File: config.mk
export PLATFORM = sky130hd
export DESIGN_NAME = sdram_bist
export DESIGN_NICKNAME = d
export VERILOG_FILES = /design/src/rtl/sdram_bist.sv
export SDC_FILE = /design/constraint.sdc
export NUM_CORES = 1
export LEC_CHECK = 0
export CORE_MARGIN = 2
export CORE_UTILIZATION = 35
export DETAILED_ROUTE_END_ITERATION = 16
export HOLD_SLACK_MARGIN = 0.1
export PLACE_DENSITY = 0.59
export SETUP_SLACK_MARGIN = 0.5
export SYNTH_ARGS = -nofsm -noshare
export SYNTH_HDL_FRONTEND = slang
export SYNTH_SLANG_ARGS = --single-unit
File: constraint.sdc
create_clock -name i_clk -period 3 [get_ports i_clk]
set_input_delay 0.6 -clock i_clk [delete_from_list [all_inputs] [get_ports i_clk]]
set_output_delay 0.6 -clock i_clk [all_outputs]
set_load 0.01 [all_outputs]
File: src/rtl/sdram_bist.sv
// sdram_bist: SDRAM self-test sequencer driving the sdram_ctrl user port.
// Writes NUM_BURSTS bursts of a pattern, reads them back and reports errors.
module sdram_bist #(
   parameter int ADDR_W = 15,
   parameter int DATA_W = 16,
   parameter int BURST_LEN = 512,
   parameter int NUM_BURSTS = 4,
   parameter int START_ADDR = 0,
   parameter logic [15:0] SEED = 16'd777,
   parameter int RST_CYCLES = 10000,
   parameter int TIMEOUT_CYCLES = 4096
) (
   input  logic                i_clk,
   input  logic                i_rstn,
   input  logic                i_start,
   input  logic [1:0]          i_mode,
   input  logic                i_loop,
   output logic                o_ctrl_rstn,
   output logic [ADDR_W-1:0]   o_addr,
   output logic                o_sdram_en,
   output logic                o_rw,
   output logic [DATA_W-1:0]   o_datain,
   input  logic                i_ready,
   input  logic                i_writing,
   input  logic                i_dataval,
   input  logic [DATA_W-1:0]   i_dataout,
   output logic                o_busy,
   output logic                o_done,
   output logic                o_pass,
   output logic                o_timeout,
   output logic [15:0]         o_err_count,
   output logic [ADDR_W+7:0]   o_first_err_addr,
   output logic [DATA_W-1:0]   o_first_err_data,
   output logic [7:0]          o_iter
);
   typedef enum logic [2:0] {CTRL_RST, IDLE, WR_REQ, WR_BURST, RD_REQ, RD_BURST, NEXT, DONE} state_t;
   localparam logic [15:0] LSEED = (SEED == 16'd0) ? 16'd1 : SEED;
   localparam logic [DATA_W-1:0] AAAA = DATA_W'({DATA_W{2'b10}});
   state_t state, state_nxt;
   logic [31:0] rst_cnt, to_cnt, word_i, burst_b, w;
   logic [1:0] mode;
   logic [15:0] lfsr, lfsr_nxt;
   logic [DATA_W-1:0] pat, cmp_got, cmp_exp;
   logic [ADDR_W+7:0] cmp_w;
   logic cmp_v, err_seen, in_burst, acc, last, last_b, tmo, req_go;
   assign w = burst_b * BURST_LEN + word_i;
   assign lfsr_nxt = {lfsr[14:0], lfsr[15] ^ lfsr[13] ^ lfsr[12] ^ lfsr[10]};
   assign pat = mode == 2'd0 ? DATA_W'(32'(SEED) + w) :
                mode == 2'd1 ? DATA_W'(lfsr) :
                mode == 2'd2 ? DATA_W'(1) << (w % DATA_W) :
                (word_i[0] ? AAAA : ~AAAA) ^ {DATA_W{burst_b[0]}};
   assign in_burst = state == WR_BURST || state == RD_BURST;
   assign acc = (state == WR_BURST && i_writing) || (state == RD_BURST && i_dataval);
   assign last = word_i == 32'(BURST_LEN - 1);
   assign last_b = burst_b == 32'(NUM_BURSTS - 1);
   assign tmo = in_burst && !acc && to_cnt == 32'(TIMEOUT_CYCLES - 1);
   assign req_go = (state == WR_REQ || state == RD_REQ) && i_ready;
   assign o_ctrl_rstn = state != CTRL_RST;
   assign o_busy = state inside {WR_REQ, WR_BURST, RD_REQ, RD_BURST, NEXT};
   assign o_pass = o_done && o_err_count == 16'd0 && !o_timeout;
   assign o_addr = ADDR_W'(START_ADDR + burst_b * BURST_LEN);
   assign o_datain = state == WR_BURST ? pat : '0;
   always_comb begin
      state_nxt = state;
      case (state)
         CTRL_RST: state_nxt = rst_cnt == 32'(RST_CYCLES - 1) ? IDLE : CTRL_RST;
         IDLE:     state_nxt = i_start && i_ready ? WR_REQ : IDLE;
         WR_REQ:   state_nxt = i_ready ? WR_BURST : WR_REQ;
         WR_BURST: state_nxt = tmo ? DONE : acc && last ? (last_b ? RD_REQ : WR_REQ) : WR_BURST;
         RD_REQ:   state_nxt = i_ready ? RD_BURST : RD_REQ;
         RD_BURST: state_nxt = tmo ? DONE : acc && last ? (last_b ? NEXT : RD_REQ) : RD_BURST;
         NEXT:     state_nxt = i_loop ? WR_REQ : DONE;
         default:  state_nxt = IDLE;
      endcase
   end
   always_ff @(posedge i_clk) begin
      if (!i_rstn) begin
         state <= CTRL_RST;
         rst_cnt <= '0;
         to_cnt <= '0;
         word_i <= '0;
         burst_b <= '0;
         mode <= '0;
         lfsr <= LSEED;
         o_sdram_en <= 1'b0;
         o_rw <= 1'b0;
         cmp_v <= 1'b0;
         cmp_got <= '0;
         cmp_exp <= '0;
         cmp_w <= '0;
         err_seen <= 1'b0;
         o_done <= 1'b0;
         o_timeout <= 1'b0;
         o_err_count <= '0;
         o_first_err_addr <= '0;
         o_first_err_data <= '0;
         o_iter <= '0;
      end else begin
         state <= state_nxt;
         if (state == CTRL_RST) rst_cnt <= rst_cnt + 1;
         to_cnt <= in_burst && !acc ? to_cnt + 1 : '0;
         o_sdram_en <= req_go;
         if (req_go) o_rw <= state == RD_REQ;
         if (acc) begin
            word_i <= last ? '0 : word_i + 1;
            lfsr <= lfsr_nxt;
         end
         if (acc && last) burst_b <= last_b ? '0 : burst_b + 1;
         // LFSR restarts from the seed at the start of every write and read phase
         if (state == IDLE || state == NEXT || (state == WR_BURST && acc && last && last_b)) lfsr <= LSEED;
         cmp_v <= state == RD_BURST && i_dataval;
         cmp_got <= i_dataout;
         cmp_exp <= pat;
         cmp_w <= (ADDR_W+8)'(w);
         if (state == IDLE && i_start && i_ready) begin
            mode <= i_mode;
            err_seen <= 1'b0;
            o_done <= 1'b0;
            o_timeout <= 1'b0;
            o_err_count <= '0;
            o_first_err_addr <= '0;
            o_first_err_data <= '0;
            o_iter <= '0;
         end else if (cmp_v && cmp_got != cmp_exp) begin
            if (o_err_count != 16'hFFFF) o_err_count <= o_err_count + 16'd1;
            if (!err_seen) begin
               err_seen <= 1'b1;
               o_first_err_addr <= cmp_w;
               o_first_err_data <= cmp_got;
            end
         end
         if (state == NEXT) o_iter <= o_iter + 8'd1;
         if (tmo) o_timeout <= 1'b1;
         if (state != DONE && state_nxt == DONE) o_done <= 1'b1;
      end
   end
endmodule

==> Word level (Yosys, flattened, before mapping) <==
Cells that the tools add are included.
{ "totals": {"inputBits": 25, "out_inout_bits": 101, "reg_bits": 273, "elab_cells": 111} }
{ "op_classes": {"n_mux": 24, "n_bitwise": 6, "n_reduce_logical": 36, "eq_ne": 16, "n_addsub": 8, "n_shift": 1} }
{ "ops": {"columns": ["op", "n"], "rows": [
  ["32-bit by 1-bit adder with 32-bit output, second input constant", 4],
  ["16-bit 2-to-1 mux", 5],
  ["32-bit 2-to-1 mux", 2],
  ["32-bit by 12-bit equality test with 1-bit output, second input constant", 1],
  ["32-bit by 14-bit equality test with 1-bit output, second input constant", 1],
  ["32-bit by 2-bit equality test with 1-bit output, second input constant", 1],
  ["32-bit by 9-bit equality test with 1-bit output, second input constant", 1],
  ["23-bit adder", 1],
  ["3-bit case mux with 7 select lines", 1],
  ["10-bit by 16-bit adder with 16-bit output, first input constant", 1],
  ["16-bit by 1-bit adder with 16-bit output, second input constant", 1],
  ["1-bit logical AND", 16],
  ["16-bit logical NOT", 1],
  ["8-bit 2-to-1 mux", 2],
  ["16-bit != test", 1],
  ["16-bit != test, second input constant", 1],
  ["1-bit by 4-bit left shift with 16-bit output, first input constant", 1],
  ["16-bit XOR", 1],
  ["3-bit equality test, second input constant", 4],
  ["3-bit 2-to-1 mux", 4],
  ["8-bit by 1-bit adder with 8-bit output, second input constant", 1],
  ["2-bit 2-to-1 mux", 4],
  ["3-bit by 2-bit equality test with 1-bit output, second input constant", 2],
  ["1-bit 2-to-1 mux", 6],
  ["other kinds (15)", 28]
]} }

==> Longest topological paths before layout <==
Gate-level depths: netlist (run 1).
{ "depth": {"depth_word": 11, "depth_mapped": 10, "depth_no_buf": 10} }

==> Worst setup path after synthesis (run 1) <==
OpenSTA, ideal clock, no wires.
{ "synth_path": {"kind": "flip-flop to output port", "from": "reg burst_b[0]", "to": "out o_datain[15]", "arrival_time_ps": 2397, "t_required_ps": 2400, "setup_slack_ps": 3, "stages_incl_launch_ff": 10, "path_buffers": 0, "cell_sequence": "dfxtp_1 ha_1 inv_1 fa_1 xor2_1 nor4_1 nand4b_1 xor2_1 o211a_1 nor3_1"} }
{ "synth_via": {"elab_chain_len": 5, "word_cells_on_any_way": 7} }
{ "synth_rtl": {"columns": ["item", "line_no", "source"], "rows": [
  ["start: declaration", "40", "logic [31:0] rst_cnt, to_cnt, word_i, burst_b, w;"],
  ["start signal: assignment", "108", "if (acc && last) burst_b <= last_b ? '0 : burst_b + 1;"],
  ["branches (longest 3 deep; another with 23-bit adder)", null, null],
  ["16-bit 2-to-1 mux (*)", "48", "assign pat = mode == 2'd0 ? DATA_W'(32'(SEED) + w) :"],
  ["16-bit 2-to-1 mux (*)", "62", "assign o_datain = state == WR_BURST ? pat : '0;"],
  ["end: declaration", "22", "output logic [DATA_W-1:0] o_datain,"]
]} }
Every way passes the cells marked *.

==> Worst setup path in the final report (run 1) <==
{ "layout_path": {"from": "reg word_i[9]", "to": "out o_datain[15]"} }
{ "layout_via": {"elab_chain_len": 4} }
{ "layout_rtl": {"columns": ["item", "line_no", "source"], "rows": [
  ["start: declaration", "40", null],
  ["start signal: assignment", "105", "word_i <= last ? '0 : word_i + 1;"],
  ["23-bit adder", "46", "assign w = burst_b * BURST_LEN + word_i;"],
  ["10-bit by 16-bit adder with 16-bit output", "48", null],
  ["16-bit 2-to-1 mux", "48", null],
  ["16-bit 2-to-1 mux", "62", null]
]} }
Every way passes these cells.

==> results of run 1 <==
[area by class of cell]
| type | count | area [um^2] |
|---|---|---|
| repair buffers | 236 | 2082 |
| flip-flops and latches | 273 | 5503 |
| clock buffers | 44 | 914.6 |
| well taps | 461 | 576.8 |
| clock inverters | 14 | 186.4 |
| inverters | 26 | 110.1 |
| fillers | 3397 | 18820 |
| multi-input cells | 1123 | 7116 |
[logic make-up (layout without fill, tap and decap cells)]
kind of cell	Yosys count	in the layout	synth area share, %
xor+xnor	169	169	11.86
flops	273	273	43.78
simple gates	719	719	27.82
mux	5	5	0.4009
buf+inv	108	320	3.869
compound gates	195	195	9.572
other cells	1	9	0.03004
fa+ha+maj	26	26	2.666
[state kept, by name, indices dropped and copies added (netlist names), 2 cells and up]
register,count
state,3
rst_cnt,32
o_iter,8
mode,2
to_cnt,32
o_first_err_addr,23
cmp_w,23
cmp_got,16
word_i,32
o_err_count,16
cmp_exp,16
burst_b,32
o_first_err_data,16
lfsr,16
[repair_timing]
| item | CTS | global route |
|---|---|---|
| endpoints found under the setup margin | 39 | 57 |
| pin swaps | 38 | 24 |
| buffers inserted | 18 | 12 |
| gates resized for setup | 153 | 53 |
[worst max-delay path, cell delays in order (launching register included)]
cell and delay [ns]:
dfxtp_4 0.36, ha_4 0.14, inv_2 0.04, fa_2 0.36, xor2_2 0.18, nor4_4 0.32
buf_4 0.17, nand4b_1 0.10, xor2_1 0.16, o211a_1 0.25, nor3_2 0.10, buf_2 0.16
[Yosys cell counts (all sizes together), types with 9 or more instances]
library cell	number	area (um^2)
nor2	214	803.3
and4	9	78.83
xor2	94	823.3
nor3	26	151.4
a21oi	100	500.5
xnor2	75	656.9
nand3	75	375.4
a211oi	16	120.1
nor4	30	187.7
buf	32	197.7
nand2	198	743.2
and3	26	162.7
or3	12	75.07
ha	25	312.8
dfxtp	273	5465
inv	26	97.60
o21ai	27	135.1
and2	51	319.1
nand4	42	262.8
clkbuf	50	187.7
[metrics by stage]
step / cell area [um^2] / setup WS [ns]
global placement: 14690 / -0.3070
CTS: 16150 / -0.4819
detailed placement: 14690 / -0.3458
floorplan: 12610 / 0.3046
global route: 16490 / -0.6085
finish: 16490 / -0.4850
[per-layer routing]
layer | wire [um] | GRT usage [%] | vias up
li1 | - | - | 5460
met1 | 14660 | 21.77 | 5103
met2 | 15780 | 30.77 | 190
met3 | 1545 | 2.691 | 48
met4 | 744 | 4.639 | 0
met5 | 0 | 0 | -
[worst max path at each step]
| stage | startpoint | endpoint | slack, ns |
|---|---|---|---|
| 6_report | word_i[9]$_SDFFE_PN0P_ | o_datain[15] | -0.49 |
| 3_3_place_gp | word_i[9]$_SDFFE_PN0P_ | o_datain[12] | -0.31 |
| 2_1_floorplan | word_i[10]$_SDFFE_PN0P_ | o_datain[15] | 0.30 |
| 4_1_cts | word_i[9]$_SDFFE_PN0P_ | o_datain[15] | -0.48 |
| 5_1_grt | word_i[9]$_SDFFE_PN0P_ | o_datain[15] | -0.61 |
| 3_5_place_dp | word_i[10]$_SDFFE_PN0P_ | o_datain[15] | -0.35 |
[power breakdown]
part	internal (uW)	switching (uW)
Sequential	3660	43.0
Combinational	149	177
Clock	2460	1540
Total	6270	1760
==> impl_results.md, run 1 <==
* Status: finished with violations
* Failing checks: setup timing
* Hold-fix buffers, CTS at 0
* Max Transition Viols Final at 0
* Number of buffers created by CTS at 31
* Setup TNS at -2.028 ns
* Synth cell types at 66
* Post-synthesis sequential area ratio at 43.78%
* Min-delay worst type: input port to flip-flop
* Final Power at ~8000 uW
* Ant. Diodes at 0
* Reg2reg setup slack at 0.56 ns
* Most common library cell in the layout ignoring fill and taps: dfxtp_1
* H-tree depth at 1
* Core Box Area at 35310 um^2
* Nets@finish at 1742
* Placed insts at 2089
* DR iter-0 viols at 522
* DRT Wirelength at 32.73 mm
* Detailed placement HPWL at 23.44 mm
* Setup crit start kind: flip-flop
* Worst Path Max Fanout at 2
* Req. time, crit path at 2.40 ns
* Initial antenna violation count at 0
* Worst reg2reg path depth at 9
* Die Y at 192.9 um
* Number of synthesized register bits at 273
* Critical Path End Type: output pin
* Post-synth EDFFs at 0
* Non-Filler Instances at 2177
* Synthesized area per cell at between 8 and 9 um^2
* Initial core utilization at 35.35%
* R2r startpoint: word_i[10]$_SDFFE_PN0P_
* CTS tree: built
* Num ports at 126
* Reg clk slew, reported paths at 0.06 ns
* Utilization after layout at ~47%
* Crit path time final at 3.485 ns
* Fin crit share at 116.2%
* Synth-to-layout area growth at 32.08%
* Max-cap viol count at 0
* WHS at roughly 0.4 ns
* Root buffer cell: clkbuf_16
* Final GP Congestion at 0.8931
* Final Hold Fails at 0
* Most frequent cells in the layout: dfxtp_1 (255), nor2_1 (207), nand2_1 (194)
* Max Fclk at roughly 290 MHz
* Gate Count Post-Synth at 1496
* Reg-to-Reg End: cmp_w[22]$_SDFF_PN0_
* Share of layout cells above drive strength 1 at 18.30%
* Total clock sinks at 273
* Post-DRT Antenna Nets at 0
* Cell Area, Synth at 12480 um^2
* Gr ovfl total at 0
* FFs w/ async S/R, synth at 0%
* Via count at 10801
* Total track usage at 17.35%
* CTS Buffer Depth at 3
* Die Area at 37190 um^2
* Worst vdd rail ir drop at 0.0003934 V
* Worst-Skew Late Latency at 0.57 ns
* RSZ-0062 raised after global routing: true
* 1st-pass router iterations at 5
* Die extent in x at 192.9 um
* Hold endpoint: state[1]$_SDFF_PN0_
* Hold Crit Depth at 3
* Post-synth top flop: dfxtp_1
* Relative max-transition margin at around 41%
* Site row count at 69
* P_leak at around 0.006 uW
* Via density at just under 5
* Setup violations, final at 7
* Kind of critical path: flip-flop to output pin
* Clock Skew at 0.02058 ns
* Final worst setup slack at -0.4850 ns
* Largest net degree at the start of global routing at 66
* First-pass GRT wire length at between 50 and 60 mm
* Arr. time, crit path at approximately 2.9 ns
* Hold_sp: i_rstn
* YS warnings at 0
* Worst Max-Slew Pin Slew at between 0.8 and 0.9 ns
* WL/cell at 15.03 um
* Number of global-route vias before repair at 10395
* Port bufs at approximately 120
* PD cells at 487.0 nW/um^2
* Residual DRC count at 0
(Power assumes the default switching activity.)
==> run 2: changes to the inputs <==
--- a/config.mk
+++ b/config.mk
@@ -8,8 +8,9 @@
 export CORE_MARGIN = 2
 export CORE_UTILIZATION = 35
 export DETAILED_ROUTE_END_ITERATION = 16
+export DONT_BUFFER_PORTS = 1
 export HOLD_SLACK_MARGIN = 0.1
-export PLACE_DENSITY = 0.59
+export PLACE_DENSITY = 0.55
 export SETUP_SLACK_MARGIN = 0.5
 export SYNTH_ARGS = -nofsm -noshare
 export SYNTH_HDL_FRONTEND = slang
==> run 2 against run 1 <==
The flow still finishes with violations (setup timing). Via count decreased by 4.7%. Global-route usage decreased by 0.40 points. Sequential cell count unchanged. Fmax decreased by 2.7%. Sequential share of layout area increased by 3.2 points. Count of clock-buffer cells in the layout decreased by 3. Critical endpoint unchanged.
==> impl_results.md, run 2 (synthesis results as in run 1) <==
* Max Transition Viols Final at 0
* Setup crit start kind: flip-flop
* 1st-pass router iterations at 5
* Residual DRC count at 0
* Status: finished with violations
* PD cells at around 520 nW/um^2
* Via density at ~5.1
* Clock Power Share at 49.5%
* Post-DRT Antenna Nets at 0
* Worst vdd rail ir drop at 0.0004545 V
* DR iter-0 viols at 641
* Nets@finish at 1583
* Setup violations, final at 6
* CTS Buffer Depth at 3
* Gr ovfl total at 0
* Hold-fix buffers, CTS at 0
* P_int at 6144 uW
* Fin crit share at 119.4%
* Initial antenna violation count at 2
* Port bufs at 0
* Final worst setup slack at -0.5817 ns
* Final Power at 7830 uW
* Kind of critical path: flip-flop to output pin
* Most frequent cells in the layout: dfxtp_1 (255), nor2_1 (200), nand2_1 (195)
* Max Fclk at around 280 MHz
* Final GP Congestion at 0.8471
* RSZ-0062 raised after global routing: true
* Sw Ratio at 21.53%
* Share of layout cells above drive strength 1 at 15.95%
* Clock Skew at 0.01696 ns
* Core Box Area at around 35000 um^2
* CTS tree: built
* Relative max-transition margin at just over 40%
* Die Y at 192.9 um
* Total clock sinks at 273
* Worst Path Max Fanout at 2
* Root buffer cell: clkbuf_16
* WL/cell at 15.99 um
* Pre-CTS setup slack at 0.01159 ns
* Die extent in x at 192.9 um
* Worst-Skew Late Latency at 0.56 ns
* Crit path time final at around 3.6 ns
* Detailed placement HPWL at 23.05 mm
* Number of global-route vias before repair at 9868
* First-pass GRT wire length at 51.08 mm
* Utilization after layout at 42.62%
* Die Area at 37190 um^2
* Req. time, crit path at around 2.4 ns
* Total track usage at 16.95%
* Comb pwr share at roughly 3.2%
* Part of the power in registers at a little under half
* Failing checks: setup timing
* H-tree depth at 1
* Final Hold Fails at 0
* Psw at 1686 uW
* DRT Wirelength at 32.26 mm
* Max-cap viol count at 0
* Arr. time, crit path at 2.98 ns
* Min-delay worst type: input port to flip-flop
* Critical Path End Type: output pin
* Reg clk slew, reported paths at 0.06 ns
* Worst Max-Slew Pin Slew at 0.8898 ns
* Most common library cell in the layout ignoring fill and taps: dfxtp_1
* Initial core utilization at 35.35%
* Number of buffers created by CTS at 30
* Synth-to-layout area growth at 20.56%
* Via count at 10298
* Num ports at ~130
* Largest net degree at the start of global routing at 57
* WHS at 0.1633 ns
* Site row count at 69
* P_leak at 0.005438 uW
## run 2: changes by cell type in the layout (fill, tap and decap cells not counted), moves of 3 or more
cell | previous run | this run
a21oi_2 | 11 | 2
nor2_2 | 4 | 9
nand3_4 | 0 | 4
a21oi_1 | 87 | 95
buf_2 | 17 | 0
clkinv_2 | 5 | 9
nand3_1 | 72 | 69
o21ai_2 | 3 | 0
buf_4 | 102 | 63
ha_4 | 7 | 4
clkdlybuf4s50_1 | 96 | 0
nor2_1 | 207 | 200
buf_6 | 15 | 11
## run 2: cell type report
cell class	count	area, um^2
antenna	2	5.005
clock buffer	41	883.3
clock inverter	14	172.7
fill	3477	20260
inverter	26	103.9
multi-input combinational	1123	7113
sequential	273	5505
tap	461	576.8
timing repair buffer	78	689.4
## run 2: through the flow
stage	TNS [ns]	cells	cell area (um^2)
floorplan	0	1504	12610
global placement	0	1945	13290
detailed placement	0	1945	13290
CTS	-2.185	2011	14800
global route	-2.801	2017	15050
finish	-1.977	2018	15050
## run 2: worst paths after layout
kind                           start                           endpoint  slack, ns  cells after the start
max          burst_b[0]$_SDFFE_PN0P_                       o_datain[15]      -0.58                     11
min                     i_dataout[9]              cmp_got[9]$_SDFF_PN0_       0.16                      1
max reg2reg  burst_b[1]$_SDFFE_PN0P_               cmp_w[22]$_SDFF_PN0_       0.57                      9
min reg2reg     cmp_w[10]$_SDFF_PN0_  o_first_err_addr[10]$_SDFFE_PP0P_       0.43                      2
## run 2: routing by layer
layer	share of wire [%]	GRT usage [%]	vias up
met5	0	0	-
met4	2.5	5.021	0
met3	6.7	3.619	60
met2	48	29.85	232
met1	43	20.64	4862
li1	-	-	5144
## run 2: what timing repair did
item / 4_1_cts / 5_1_grt
endpoints found under the hold margin: 0 / 0
cloned: 1 / 0
resized for setup: 84 / 48
endpoints found under the setup margin: 75 / 91
pin swaps: 24 / 20
setup buffers: 10 / 5
## run 2: worst max-delay path: stages, from the launching register on
cell,delay [ns]
dfxtp_4,0.35
ha_4,0.14
inv_2,0.04
fa_2,0.41
nand2b_4,0.18
a211oi_4,0.21
o22ai_1,0.11
xnor2_1,0.24
xor2_1,0.16
o211a_1,0.26
nor3_2,0.17
buf_4,0.16
## run 2: power by group through the flow
| stage | Combinational (uW) | Sequential, uW | Clock, uW |
|---|---|---|---|
| 2_1_floorplan | 201 | 3770 | 0 |
| 3_3_place_gp | 228 | 3790 | 0 |
| 3_5_place_dp | 232 | 3790 | 0 |
| 4_1_cts | 245 | 3710 | 3980 |
| 5_1_grt | 275 | 3710 | 4120 |
| 6_report | 248 | 3710 | 3870 |
==> run 3: changes to the inputs <==
--- a/config.mk
+++ b/config.mk
@@ -9,9 +9,11 @@
 export CORE_UTILIZATION = 35
 export DETAILED_ROUTE_END_ITERATION = 16
 export DONT_BUFFER_PORTS = 1
+export GPL_TIMING_DRIVEN = 0
 export HOLD_SLACK_MARGIN = 0.1
 export PLACE_DENSITY = 0.55
 export SETUP_SLACK_MARGIN = 0.5
+export SLEW_MARGIN = 20
 export SYNTH_ARGS = -nofsm -noshare
 export SYNTH_HDL_FRONTEND = slang
 export SYNTH_SLANG_ARGS = --single-unit
==> run 3 against run 2 <==
The run still ends with setup timing left. Critical path depth fell by 1. Sequential share of layout area is 3.2 points lower. Wire length grew 10%. Power is 0.26% higher. Non-clock buffer count is 88 higher. Utilization grew 4.1 points. Cell area increased by 9.7%. First-iteration DRC count shrank 30%. Worst setup slack improved by 0.039 ns.
==> impl_results.md, run 3 (synthesis results as in run 1) <==
* Gr ovfl total at 0
* Utilization after layout at a little under half
* Total clock sinks at 273
* Number of buffers created by CTS at 30
* Most common library cell in the layout ignoring fill and taps: dfxtp_1
* Die Y at 192.9 um
* Reg clk slew, reported paths at ~0.060 ns
* Max-cap viol count at 0
* Share of layout cells above drive strength 1 at between 20% and 30%
* P_int at 6104 uW
* H-tree depth at 1
* Synth-to-layout area growth at 32.28%
* Relative max-transition margin at 38.18%
* Initial antenna violation count at 0
* Worst Path Max Fanout at 2
* Clock Power Share at 48.1%
* Worst vdd rail ir drop at 0.0005361 V
* Via count at around 11000
* Critical Path End Type: output pin
* Kind of critical path: flip-flop to output pin
* Crit path time final at 3.543 ns
* Largest net degree at the start of global routing at 16
* Psw at 1746 uW
* Site row count at between 60 and 70
* Final Hold Fails at 0
* Initial core utilization at 35.35%
* Port bufs at 0
* Clock Skew at 0.02866 ns
* Status: finished with violations
* Setup violations, final at 6
* Detailed placement HPWL at 24.92 mm
* Fin crit share at 118.1%
* PD cells at 475.4 nW/um^2
* Arr. time, crit path at 2.94 ns
* Min-delay worst type: input port to flip-flop
* Ant. Diodes at 0
* Setup crit start kind: flip-flop
* Failing checks: setup timing
* Total track usage at 18.51%
* DR iter-0 viols at 448
* Post-DRT Antenna Nets at 0
* Worst Max-Slew Pin Slew at 0.9202 ns
* Comb pwr share at 4.8%
* DRT Wirelength at 35.52 mm
* Final Power at around 7900 uW
* Residual DRC count at 0
* Nets@finish at approximately 1700
* P_leak at 0.005976 uW
* RSZ-0062 raised after global routing: true
* Number of global-route vias before repair at 10380
* Root buffer cell: clkbuf_16
* Pre-CTS setup slack at -0.3122 ns
* Via density at roughly 5
* CTS Buffer Depth at 3
* Max Fclk at between 200 and 300 MHz
* 1st-pass router iterations at 5
* Core Box Area at 35310 um^2
* Sw Ratio at 22.25%
* Worst-Skew Late Latency at 0.57 ns
* Most frequent cells in the layout: dfxtp_1 (252), nand2_1 (188), nor2_1 (178)
* Part of the power in registers at 47.0%
* WL/cell at 16.88 um
* Hold-fix buffers, CTS at 0
* Num ports at around 130
* Req. time, crit path at between 2 and 2.5 ns
* CTS tree: built
* Die Area at 37190 um^2
* Final worst setup slack at -0.5428 ns
* Max Transition Viols Final at 0
* Final GP Congestion at 0.9474
* Die extent in x at a little under 200 um
* First-pass GRT wire length at 55.10 mm
run 3: cell count changes in the layout (fill, tap and decap cells not counted), moves of 22 or more:
| cell | delta |
|---|---|
| a21oi_2 | +23 |
| clkbuf_1 | +35 |
| buf_6 | +27 |
| nor2_1 | -22 |
| a21oi_1 | -24 |
| nor2_4 | +26 |
run 3: final cells by class:
| type | count | area [um^2] |
|---|---|---|
| Clock inverter | 9 | 131.4 |
| Multi-Input combinational cell | 1123 | 7838 |
| Sequential cell | 273 | 5514 |
| Timing Repair Buffer | 84 | 853.3 |
| Buffer | 82 | 600.6 |
| Fill cell | 3343 | 18800 |
| Tap cell | 461 | 576.8 |
| Clock buffer | 46 | 890.9 |
| Inverter | 26 | 108.9 |
run 3: power by group through the flow:
stage | clock network, uW | registers, uW | logic [uW]
finish | 3780 | 3690 | 380
global route | 4010 | 3690 | 413
CTS | 3870 | 3690 | 343
global placement | 0 | 3780 | 270
floorplan | 0 | 3770 | 201
detailed placement | 0 | 3780 | 273
run 3: per-layer routing:
layer / up-vias / wire length [um] / track usage [%]
li1: 5328 / - / -
met1: 4999 / 15060 / 21.74
met2: 218 / 17170 / 32.92
met3: 69 / 1990 / 3.873
met4: 0 / 1292 / 6.958
met5: - / 0 / 0
run 3: worst paths after layout:
kind | depth (start not counted) | to | slack (ns) | start
worst max-delay path | 10 | o_datain[15] | -0.54 | word_i[9]$_SDFFE_PN0P_
worst min-delay path | 1 | cmp_got[1]$_SDFF_PN0_ | 0.15 | i_dataout[1]
worst max register to register | 18 | burst_b[10]$_SDFFE_PN0P_ | 0.14 | word_i[5]$_SDFFE_PN0P_
worst min register to register | 2 | o_first_err_addr[12]$_SDFFE_PP0P_ | 0.43 | cmp_w[12]$_SDFF_PN0_
run 3: timing repair:
action | CTS | global route
gates resized for setup | 253 | 128
hold endpoints to repair | 0 | 0
setup endpoints to repair | 148 | 131
gates cloned | 4 | 1
pin swaps | 68 | 54
setup buffers | 49 | 30
run 3: metrics by stage:
stage          std cells  hold slack [ns]  cell area, um^2  setup TNS (ns)
2_1_floorplan       1504           0.4174            12610               0
3_3_place_gp        1965           0.4270            13190          -7.568
3_5_place_dp        1965           0.4320            13200          -8.560
4_1_cts             2073           0.1307            15740          -2.104
5_1_grt             2104           0.1509            16510          -2.559
6_report            2104           0.1543            16510          -1.957
run 3: critical path: stages, from the launching register on:
cell and delay [ns]:
dfxtp_4 0.36, ha_4 0.14, inv_2 0.04, fa_2 0.41, nand2b_4 0.18, a211oi_4 0.26
o22ai_2 0.12, xnor2_2 0.17, xor2_1 0.21, o211a_1 0.27, nor3_4 0.22
